--- src/rtl/fb_pixel_plotter.sv ---
// fb_pixel_plotter
//   Plots single pixels into a packed framebuffer held in word memory. Each
//   pixel becomes a read-modify-write of the 32-bit word that holds it. A
//   one-word write-combining buffer merges pixels that land in the same word,
//   so consecutive hits cost no memory traffic.
//
// Ports
//   clk, rst              clock, asynchronous active-high reset
//   in_valid/in_ready     pixel command handshake
//   in_x, in_y            signed pixel coordinates (COORD_W bits)
//   in_color, in_mode     colour (low BPP bits) and raster op (OR/REPLACE/XOR/CLEAR)
//   flush_req/flush_done  write back and invalidate the buffer / completion pulse
//   mem_req_*             request port (we=1 write, we=0 read), held until ready
//   mem_rsp_valid/rdata   read response
//   busy                  FSM not idle, or the buffer holds unwritten data
//   plot_count            saturating count of pixels plotted
//   clip_count            saturating count of pixels dropped as off-screen
module fb_pixel_plotter #(
  parameter int          FB_WIDTH  = 64,
  parameter int          FB_HEIGHT = 64,
  parameter int          BPP       = 1,
  parameter logic [31:0] FB_BASE   = 32'h2000,
  parameter int          COORD_W   = 16
) (
  input  logic                      clk,
  input  logic                      rst,
  input  logic                      in_valid,
  output logic                      in_ready,
  input  logic signed [COORD_W-1:0] in_x,
  input  logic signed [COORD_W-1:0] in_y,
  input  logic [7:0]                in_color,
  input  logic [1:0]                in_mode,
  input  logic                      flush_req,
  output logic                      flush_done,
  output logic                      mem_req_valid,
  input  logic                      mem_req_ready,
  output logic                      mem_req_we,
  output logic [31:0]               mem_req_addr,
  output logic [31:0]               mem_req_wdata,
  input  logic                      mem_rsp_valid,
  input  logic [31:0]               mem_rsp_rdata,
  output logic                      busy,
  output logic [15:0]               plot_count,
  output logic [15:0]               clip_count
);

  localparam int PPW     = 32 / BPP;
  localparam int WPR     = FB_WIDTH / PPW;
  localparam int PPW_LOG = $clog2(PPW);
  localparam int BPP_LOG = $clog2(BPP);
  localparam logic [31:0] WPR_W      = 32'(WPR);
  localparam logic [31:0] FIELD_MASK = 32'((64'd1 << BPP) - 64'd1);
  localparam logic signed [COORD_W-1:0] W_LIM = COORD_W'(FB_WIDTH);
  localparam logic signed [COORD_W-1:0] H_LIM = COORD_W'(FB_HEIGHT);

  typedef enum logic [1:0] {S_IDLE, S_WB, S_RD, S_RWAIT} state_t;

  // Apply the raster op to the BPP-wide field at bit offset sh of word w.
  function automatic logic [31:0] apply_op(input logic [31:0] w, input logic [4:0] sh,
                                           input logic [7:0] c, input logic [1:0] m);
    logic [31:0] mask;
    logic [31:0] cf;
    logic [31:0] res;
    mask = FIELD_MASK << sh;
    cf   = ({24'd0, c} & FIELD_MASK) << sh;
    case (m)
      2'b00:   res = w | cf;
      2'b01:   res = (w & ~mask) | cf;
      2'b10:   res = w ^ cf;
      default: res = w & ~mask;
    endcase
    return res;
  endfunction

  function automatic logic [15:0] sat_inc(input logic [15:0] v);
    return (v == 16'hFFFF) ? v : v + 16'd1;
  endfunction

  state_t      state_q, state_d;
  logic        buf_valid_q, buf_valid_d;
  logic        buf_dirty_q, buf_dirty_d;
  logic        flush_pend_q, flush_pend_d;
  logic        flush_done_q, flush_done_d;
  logic [15:0] plot_q, plot_d;
  logic [15:0] clip_q, clip_d;
  logic [31:0] buf_addr_q, buf_addr_d;
  logic [31:0] buf_data_q, buf_data_d;
  logic [31:0] pend_addr_q, pend_addr_d;
  logic [4:0]  pend_sh_q, pend_sh_d;
  logic [7:0]  pend_color_q, pend_color_d;
  logic [1:0]  pend_mode_q, pend_mode_d;

  logic        idle_ready;
  logic        in_range;
  logic        hit;
  logic [31:0] x_u;
  logic [31:0] y_u;
  logic [31:0] pix_addr;
  logic [4:0]  pix_sh;

  // Pixel address decode; only meaningful once the coordinates are known non-negative.
  always_comb begin
    x_u      = 32'($unsigned(in_x));
    y_u      = 32'($unsigned(in_y));
    in_range = !in_x[COORD_W-1] && !in_y[COORD_W-1] && (in_x < W_LIM) && (in_y < H_LIM);
    pix_addr = FB_BASE + ((y_u * WPR_W + (x_u >> PPW_LOG)) << 2);
    // (x % PPW) * BPP equals (x * BPP) % 32 because PPW * BPP == 32.
    pix_sh   = 5'(x_u[4:0] << BPP_LOG);
    hit      = buf_valid_q && (pix_addr == buf_addr_q);
  end

  assign idle_ready = (state_q == S_IDLE) && !flush_req;

  // Control state register
  always_ff @(posedge clk or posedge rst) begin
    if (rst) begin
      state_q      <= S_IDLE;
      buf_valid_q  <= 1'b0;
      buf_dirty_q  <= 1'b0;
      flush_pend_q <= 1'b0;
      flush_done_q <= 1'b0;
      plot_q       <= 16'd0;
      clip_q       <= 16'd0;
    end else begin
      state_q      <= state_d;
      buf_valid_q  <= buf_valid_d;
      buf_dirty_q  <= buf_dirty_d;
      flush_pend_q <= flush_pend_d;
      flush_done_q <= flush_done_d;
      plot_q       <= plot_d;
      clip_q       <= clip_d;
    end
  end

  // Buffer and pending-pixel data; qualified by the control bits, so no reset
  always_ff @(posedge clk) begin
    buf_addr_q   <= buf_addr_d;
    buf_data_q   <= buf_data_d;
    pend_addr_q  <= pend_addr_d;
    pend_sh_q    <= pend_sh_d;
    pend_color_q <= pend_color_d;
    pend_mode_q  <= pend_mode_d;
  end

  // Next-state logic
  always_comb begin
    state_d      = state_q;
    buf_valid_d  = buf_valid_q;
    buf_dirty_d  = buf_dirty_q;
    flush_pend_d = flush_pend_q;
    flush_done_d = 1'b0;
    plot_d       = plot_q;
    clip_d       = clip_q;
    buf_addr_d   = buf_addr_q;
    buf_data_d   = buf_data_q;
    pend_addr_d  = pend_addr_q;
    pend_sh_d    = pend_sh_q;
    pend_color_d = pend_color_q;
    pend_mode_d  = pend_mode_q;
    case (state_q)
      S_IDLE: begin
        if (flush_req) begin
          // Invalidate now so later external writes to this word are re-read.
          buf_valid_d = 1'b0;
          if (buf_dirty_q) begin
            flush_pend_d = 1'b1;
            state_d      = S_WB;
          end else begin
            flush_done_d = 1'b1;
          end
        end else if (in_valid) begin
          if (!in_range) begin
            clip_d = sat_inc(clip_q);
          end else if (hit) begin
            buf_data_d  = apply_op(buf_data_q, pix_sh, in_color, in_mode);
            buf_dirty_d = 1'b1;
            plot_d      = sat_inc(plot_q);
          end else begin
            pend_addr_d  = pix_addr;
            pend_sh_d    = pix_sh;
            pend_color_d = in_color;
            pend_mode_d  = in_mode;
            flush_pend_d = 1'b0;
            state_d      = buf_dirty_q ? S_WB : S_RD;
          end
        end
      end
      S_WB: begin
        if (mem_req_ready) begin
          buf_dirty_d = 1'b0;
          if (flush_pend_q) begin
            flush_pend_d = 1'b0;
            flush_done_d = 1'b1;
            state_d      = S_IDLE;
          end else begin
            state_d = S_RD;
          end
        end
      end
      S_RD: begin
        if (mem_req_ready) state_d = S_RWAIT;
      end
      S_RWAIT: begin
        if (mem_rsp_valid) begin
          buf_data_d  = apply_op(mem_rsp_rdata, pend_sh_q, pend_color_q, pend_mode_q);
          buf_addr_d  = pend_addr_q;
          buf_valid_d = 1'b1;
          buf_dirty_d = 1'b1;
          plot_d      = sat_inc(plot_q);
          state_d     = S_IDLE;
        end
      end
      default: state_d = S_IDLE;
    endcase
  end

  // Outputs; the request fields are zero whenever no request is offered
  always_comb begin
    in_ready      = idle_ready;
    mem_req_valid = (state_q == S_WB) || (state_q == S_RD);
    mem_req_we    = (state_q == S_WB);
    mem_req_addr  = 32'd0;
    mem_req_wdata = 32'd0;
    if (state_q == S_WB) begin
      mem_req_addr  = buf_addr_q;
      mem_req_wdata = buf_data_q;
    end else if (state_q == S_RD) begin
      mem_req_addr = pend_addr_q;
    end
    busy       = (state_q != S_IDLE) || buf_dirty_q;
    flush_done = flush_done_q;
    plot_count = plot_q;
    clip_count = clip_q;
  end

endmodule

--- config.mk ---
export PLATFORM = sky130hd
export DESIGN_NAME = fb_pixel_plotter
export DESIGN_NICKNAME = d
export VERILOG_FILES = /design/src/rtl/fb_pixel_plotter.sv
export SDC_FILE = /design/constraint.sdc
export NUM_CORES = 1
export LEC_CHECK = 0
export ABC_AREA = 1
export BUFFER_PORTS_ARGS = -buffer_cell sky130_fd_sc_hd__buf_2
export CAP_MARGIN = 20
export CELL_PAD_IN_SITES_DETAIL_PLACEMENT = 0
export CELL_PAD_IN_SITES_GLOBAL_PLACEMENT = 2
export CORE_ASPECT_RATIO = 1.25
export CORE_MARGIN = 3
export CORE_UTILIZATION = 31
export CTS_CLUSTER_DIAMETER = 200
export CTS_CLUSTER_SIZE = 20
export DETAILED_ROUTE_END_ITERATION = 8
export PLACE_DENSITY_LB_ADDON = 0.2
export SLEW_MARGIN = 40
export SYNTH_ARGS = -nofsm -noshare
export SYNTH_HDL_FRONTEND = slang
export SYNTH_SLANG_ARGS = --single-unit
--- constraint.sdc ---
create_clock -name clk -period 3.9 [get_ports clk]
set_clock_uncertainty 0.05 [all_clocks]
set_input_delay 0.39 -clock clk [delete_from_list [all_inputs] [get_ports clk]]
set_output_delay 0.39 -clock clk [all_outputs]
set_load 0.1 [all_outputs]
-- Word level (Yosys, flattened, before mapping)
Cells that the tools add are included.
- equality and inequality tests: 22
- shifts and indexed selects: 4
- muxes and demuxes: 49
- magnitude comparators: 2
- bitwise gates (word level): 14
- reductions and logical operators: 25
- add/subtract/negate cells: 4
- operators by type and width (kind ; number):
    32-bit two-way mux ; 8
    32-bit case mux with 3 select lines ; 2
    32-bit OR ; 4
    16-bit two-way mux ; 6
    32-bit bitwise AND ; 2
    32-bit NOT ; 2
    32-bit case mux with 2 select lines ; 1
    1-bit by 5-bit << shifter with 32-bit output ; 2
    1-bit by 5-bit << shifter with 32-bit output (first input constant) ; 2
    32-bit XOR ; 2
    16-bit by 1-bit adder with 16-bit output (second input constant) ; 2
    16-bit equality test (second input constant) ; 2
    21-bit by 32-bit equality test with 1-bit output ; 1
    16-bit by 8-bit < comparator with 1-bit output (second input constant) ; 2
    16-bit case mux with 2 select lines ; 1
    14-bit by 20-bit adder with 21-bit output (first input constant) ; 1
    2-bit two-way mux ; 10
    17-bit by 11-bit adder with 18-bit output ; 1
    1-bit two-way mux ; 16
    2-bit inequality test (second input constant) ; 8
    7-bit AND reduction ; 2
    3-bit inequality test (second input constant) ; 4
    6-bit AND reduction ; 2
    5-bit AND reduction ; 2
    14 further kinds ; 35
- word-level logic and storage cells: 133
- bits in registers: 142
- input bits: 80

-- Logic depth before layout (Yosys ltp)
- depth in word-level cells: 10
- depth in mapped cells: 25

-- Worst setup path before layout
No wires, ideal clock.
- path kind: reg2out
- start point: register state_q[1]
- end point: output mem_req_addr[20]
- path buffers: 2
- arrival: 4017 ps
- required time: 3460 ps
- stages on the path, launching flop included: 7
- path slack: -557 ps
- cell sequence: dfrtp_1 inv_1 ha_1 clkbuf_1 inv_1 clkbuf_1 o21ai_0
- elaborated cells between the ends (all ways): 4
- RTL lines (element ; line ; RTL):
    start: declaration ; 79 ; state_t state_q, state_d;
    start signal: assignment ; 125 ; state_q <= state_d;
    2-bit by 1-bit equality test with 1-bit output ; n/a ;
    via mem_req_we ; 37 ; output logic mem_req_we,
    32-bit two-way mux ; 224 ; if (state_q == S_WB) begin
    end: declaration ; 38 ; output logic [31:0] mem_req_addr,
The timed path passes the listed nets, and every way through them passes these cells.

-- Worst setup path in the final report
- start point: input in_x[6]
- end point: register buf_data_q[3], enable pin
- cells in the longest elaborated chain, start to end: 6
- elaborated cells between the ends (all ways): 10
- RTL lines (element ; line ; RTL):
    start: declaration ; 29 ; input logic signed [COORD_W-1:0] in_x,
    17-bit by 11-bit adder with 18-bit output ; 106 ; pix_addr = FB_BASE + ((y_u * WPR_W + (x_u >> PPW_LOG)) << 2);
    14-bit by 20-bit adder with 21-bit output ; 106 ;
    21-bit by 32-bit equality test with 1-bit output ; 109 ; hit = buf_valid_q && (pix_addr == buf_addr_q);
    1-bit logical AND ; 109 ;
    2-bit inequality test (no line) ; n/a ;
    6-bit AND reduction (no line) (*) ; n/a ;
    end signal: assignment ; 138 ; buf_data_q <= buf_data_d;
    end: declaration ; 87 ; logic [31:0] buf_data_q, buf_data_d;
Every way passes the cells marked *; elsewhere a longest branch is shown, timed or not.
A chain may end at the register's enable or synchronous reset.

==> run metrics <==
critical-path maximum fanout 32; fill count 3445; clock tree sinks 116; clock root buffer clkbuf_16; Die X 167 um; number of synthesized flops with an enable pin 78; Gate Count Post-Synth 1539; WL met3 1110 um; GRT overflow 0; starting density of the core 31.9%; via/cell ratio 4.96; GRT Total Usage 20.1%; CTS Buffer Depth 2; logic gate share of total power 56.3%; slowest CP cell fa_1; IO Port Bufs 160; ys async rst share 32.8%; routed len/inst 16.8 um; HPWL after DPL 26300 um; initial antenna violation count 1; critical path arrival 3.28 ns; Residual DRC 0; drt total wl 35300 um; Routed Antenna Nets 0; CP endpoint kind flop; sequential area share after synthesis 32.9%; synth warn 0; final hold viol count 0; count of final max-slew check failures 0; io pins 181; Seq cells post-synth 116; Post-CTS Setup Inserts 0; mapped cell area 0.0100 mm^2; H-tree depth 4; Setup CP Type input pin to flop; vias in the first global route 10100; RSZ-0062 raised after global routing no; DR iter-0 viols 528; Routed met2 length 18700 um; Reg power frac 23.7%; Net Sw Frac 54.3%; Critical Path RT 3.95 ns; Cell Chain, Critical Path buf_2 -> ha_1 -> fa_1 -> nand3_1 -> nand2_1 -> nand3_1 -> nand3_1 -> nand2_1 -> nand2_1 -> nor2_2 -> nand2_1 -> nand2_1 -> nand2_1 -> nand2_1 -> nand2_1 -> nor2_1 -> nand2_1 -> nor2_1 -> nand2_1 -> nand2_4 -> nand2_1 -> nor2_4 -> buf_12; leak pwr 5.80 nW; Die ar. 0.0345 mm^2; Final Setup Violations 0; global-route wire length before repair 55000 um; Layout area overhead 20.9%; internal cell power 3.58 mW; row count 72; Mapped Avg Cell Area 6.50 um^2; later-pin clock latency in the skew report 0.42 ns; Worst Hold Class input pin to async pin; Main synth FF type edfxtp_1; CP most frequent cell nand2_1; Post-layout nets 1781; Top Metal Used met5; die height 207 um; maximum clock frequency 310 MHz; hold buffer count at cts 0; area share of the largest cell type after synthesis 23.4%; TritonCTS clock tree done; post-layout util 38.6%; post-CTS resize count 0; slowest stage delay, CP 0.46 ns; area leader, netlist edfxtp_1; Synth area leaders edfxtp_1, nand2_1, inv_1; outcome finished clean; routability cong. 0.810; slew margin rel. 54.6%; Worst IR Drop VDD 0.502 mV; layout cells sized above 1 14.8%; crit path launch type input pin; Core Box Area 0.0314 mm^2; Final Critical Period 3.23 ns; largest net degree at the start of global routing 43; DRT Pass-1 Iters 5; switching power 4.24 mW; worst slew pin tran 0.674 ns; Final period util 82.8%; power per cell area 647 mW/mm^2; via count 10444; Clock power frac 20.0%; Worst-path clk slew 0.06 ns; Netlist cell types 50; Pwr Total 7.82 mW; WL met1 14500 um; Hold WS 0.0230 ns; maxcap violations 0; Num CTS Buffers 17
layout by cell type (no fill, tap or decap), types with 7 or more instances in the layout:
| cell | instances |
|---|---|
| nor2_1 | 168 |
| xor2_1 | 19 |
| a22oi_1 | 18 |
| o21ai_0 | 103 |
| nand2_1 | 354 |
| nand3_1 | 175 |
| a21oi_1 | 40 |
| buf_12 | 18 |
| conb_1 | 14 |
| o21bai_1 | 7 |
| buf_4 | 25 |
| edfxtp_1 | 78 |
| inv_1 | 256 |
| nand4_1 | 25 |
| a31oi_1 | 19 |
| or2_2 | 15 |
| nor3_1 | 33 |
| ha_1 | 15 |
| nor4_1 | 9 |
| clkbuf_16 | 20 |
| xnor2_1 | 12 |
| dfrtp_1 | 38 |
| o211ai_1 | 21 |
| buf_2 | 143 |
critical path: cells and delay by family:
kind,cells,cell delay (ns)
fa+ha+maj,2,0.69
buf+inv,2,0.34
simple gates,19,1.84
power by group through the flow:
| stage | clock network (mW) | logic, mW | registers (mW) |
|---|---|---|---|
| after floorplan | 0 | 3.03 | 2.12 |
| after global placement | 0 | 4.44 | 1.87 |
| after detailed placement | 0 | 4.45 | 1.88 |
| after CTS | 1.60 | 4.46 | 1.86 |
| after global routing | 1.66 | 4.70 | 1.89 |
| final | 1.57 | 4.40 | 1.85 |
sequential cells by signal (all words and copies together) (netlist names), 2 cells and up:
signal,flops
pend_mode_q,2
buf_data_q,32
state_q,2
plot_count,16
buf_addr_q,19
clip_count,16
pend_sh_q,5
pend_addr_q,19
cells by family after synthesis:
family / after synthesis / share of synthesized area (%)
and+or+nand+nor: 801 / 34.6
buffers and inverters: 336 / 13.2
AOI/OAI and AO/OA: 235 / 14.0
DFF: 116 / 32.9
xor gates and xnor gates: 32 / 2.94
adders and majority gates: 17 / 2.20
other: 1 / 0.0375
muxes: 1 / 0.113
per-layer routing:
layer  GRT usage (%)  up-vias
met3            2.46       29
met5               0        -
met1            23.8     4894
met4            6.90        2
li1                -     5309
met2            37.8      210
per-stage QoR:
step           area (um^2)  TNS [ns]  std cells  setup slack, ns
2_1_floorplan        10100     -8.34       1552           -0.557
3_3_place_gp         11500         0       2072            0.307
3_5_place_dp         11500         0       2072            0.262
4_1_cts              12100         0       2104            0.684
5_1_grt              12100         0       2104            0.395
6_report             12100         0       2105            0.670
worst paths after layout:
check	from	end	slack [ns]	cells after the start
max in group asynchronous	rst	state_q[0]$_DFFE_PP0P_	3.40	3
setup reg to reg	state_q[0]$_DFFE_PP0P_	clip_count[14]$_DFFE_PP0P_	1.32	10
hold reg to reg	pend_addr_q[2]$_DFFE_PP_	buf_addr_q[2]$_DFFE_PP_	0.40	0
min in group clk	in_x[5]	pend_addr_q[2]$_DFFE_PP_	0.15	1
hold / removal	rst	plot_count[2]$_DFFE_PP0P_	0.02	3
setup / recovery	in_x[6]	buf_data_q[3]$_DFFE_PP_	0.67	23
layout make-up:
cell class | count | area, um^2 | share of cell area (%)
sequential | 116 | 3290 | 27.2
inverter | 263 | 987 | 8.16
multi-input combinational | 1100 | 5460 | 45.1
timing repair buffer | 186 | 1260 | 10.4
tap | 407 | 509 | 4.21
clock inverter | 9 | 61.3 | 0.507
antenna | 1 | 2.50 | 0.0207
clock buffer | 23 | 522 | 4.31
cells in the mapped netlist (all sizes together), types with 6 or more instances:
| cell | n |
|---|---|
| o211ai | 21 |
| xor2 | 19 |
| nor2 | 176 |
| o21bai | 7 |
| or2 | 16 |
| buf | 17 |
| a21oi | 41 |
| nand3 | 176 |
| ha | 16 |
| clkbuf | 56 |
| o21ai | 106 |
| inv | 259 |
| a22oi | 18 |
| nand4 | 25 |
| a211oi | 6 |
| a31oi | 19 |
| dfrtp | 38 |
| o41ai | 6 |
| nor4 | 9 |
| edfxtp | 78 |
| xnor2 | 12 |
| nor3 | 33 |
| nand2 | 358 |
No activity file was read; power rests on OpenSTA's default activity.
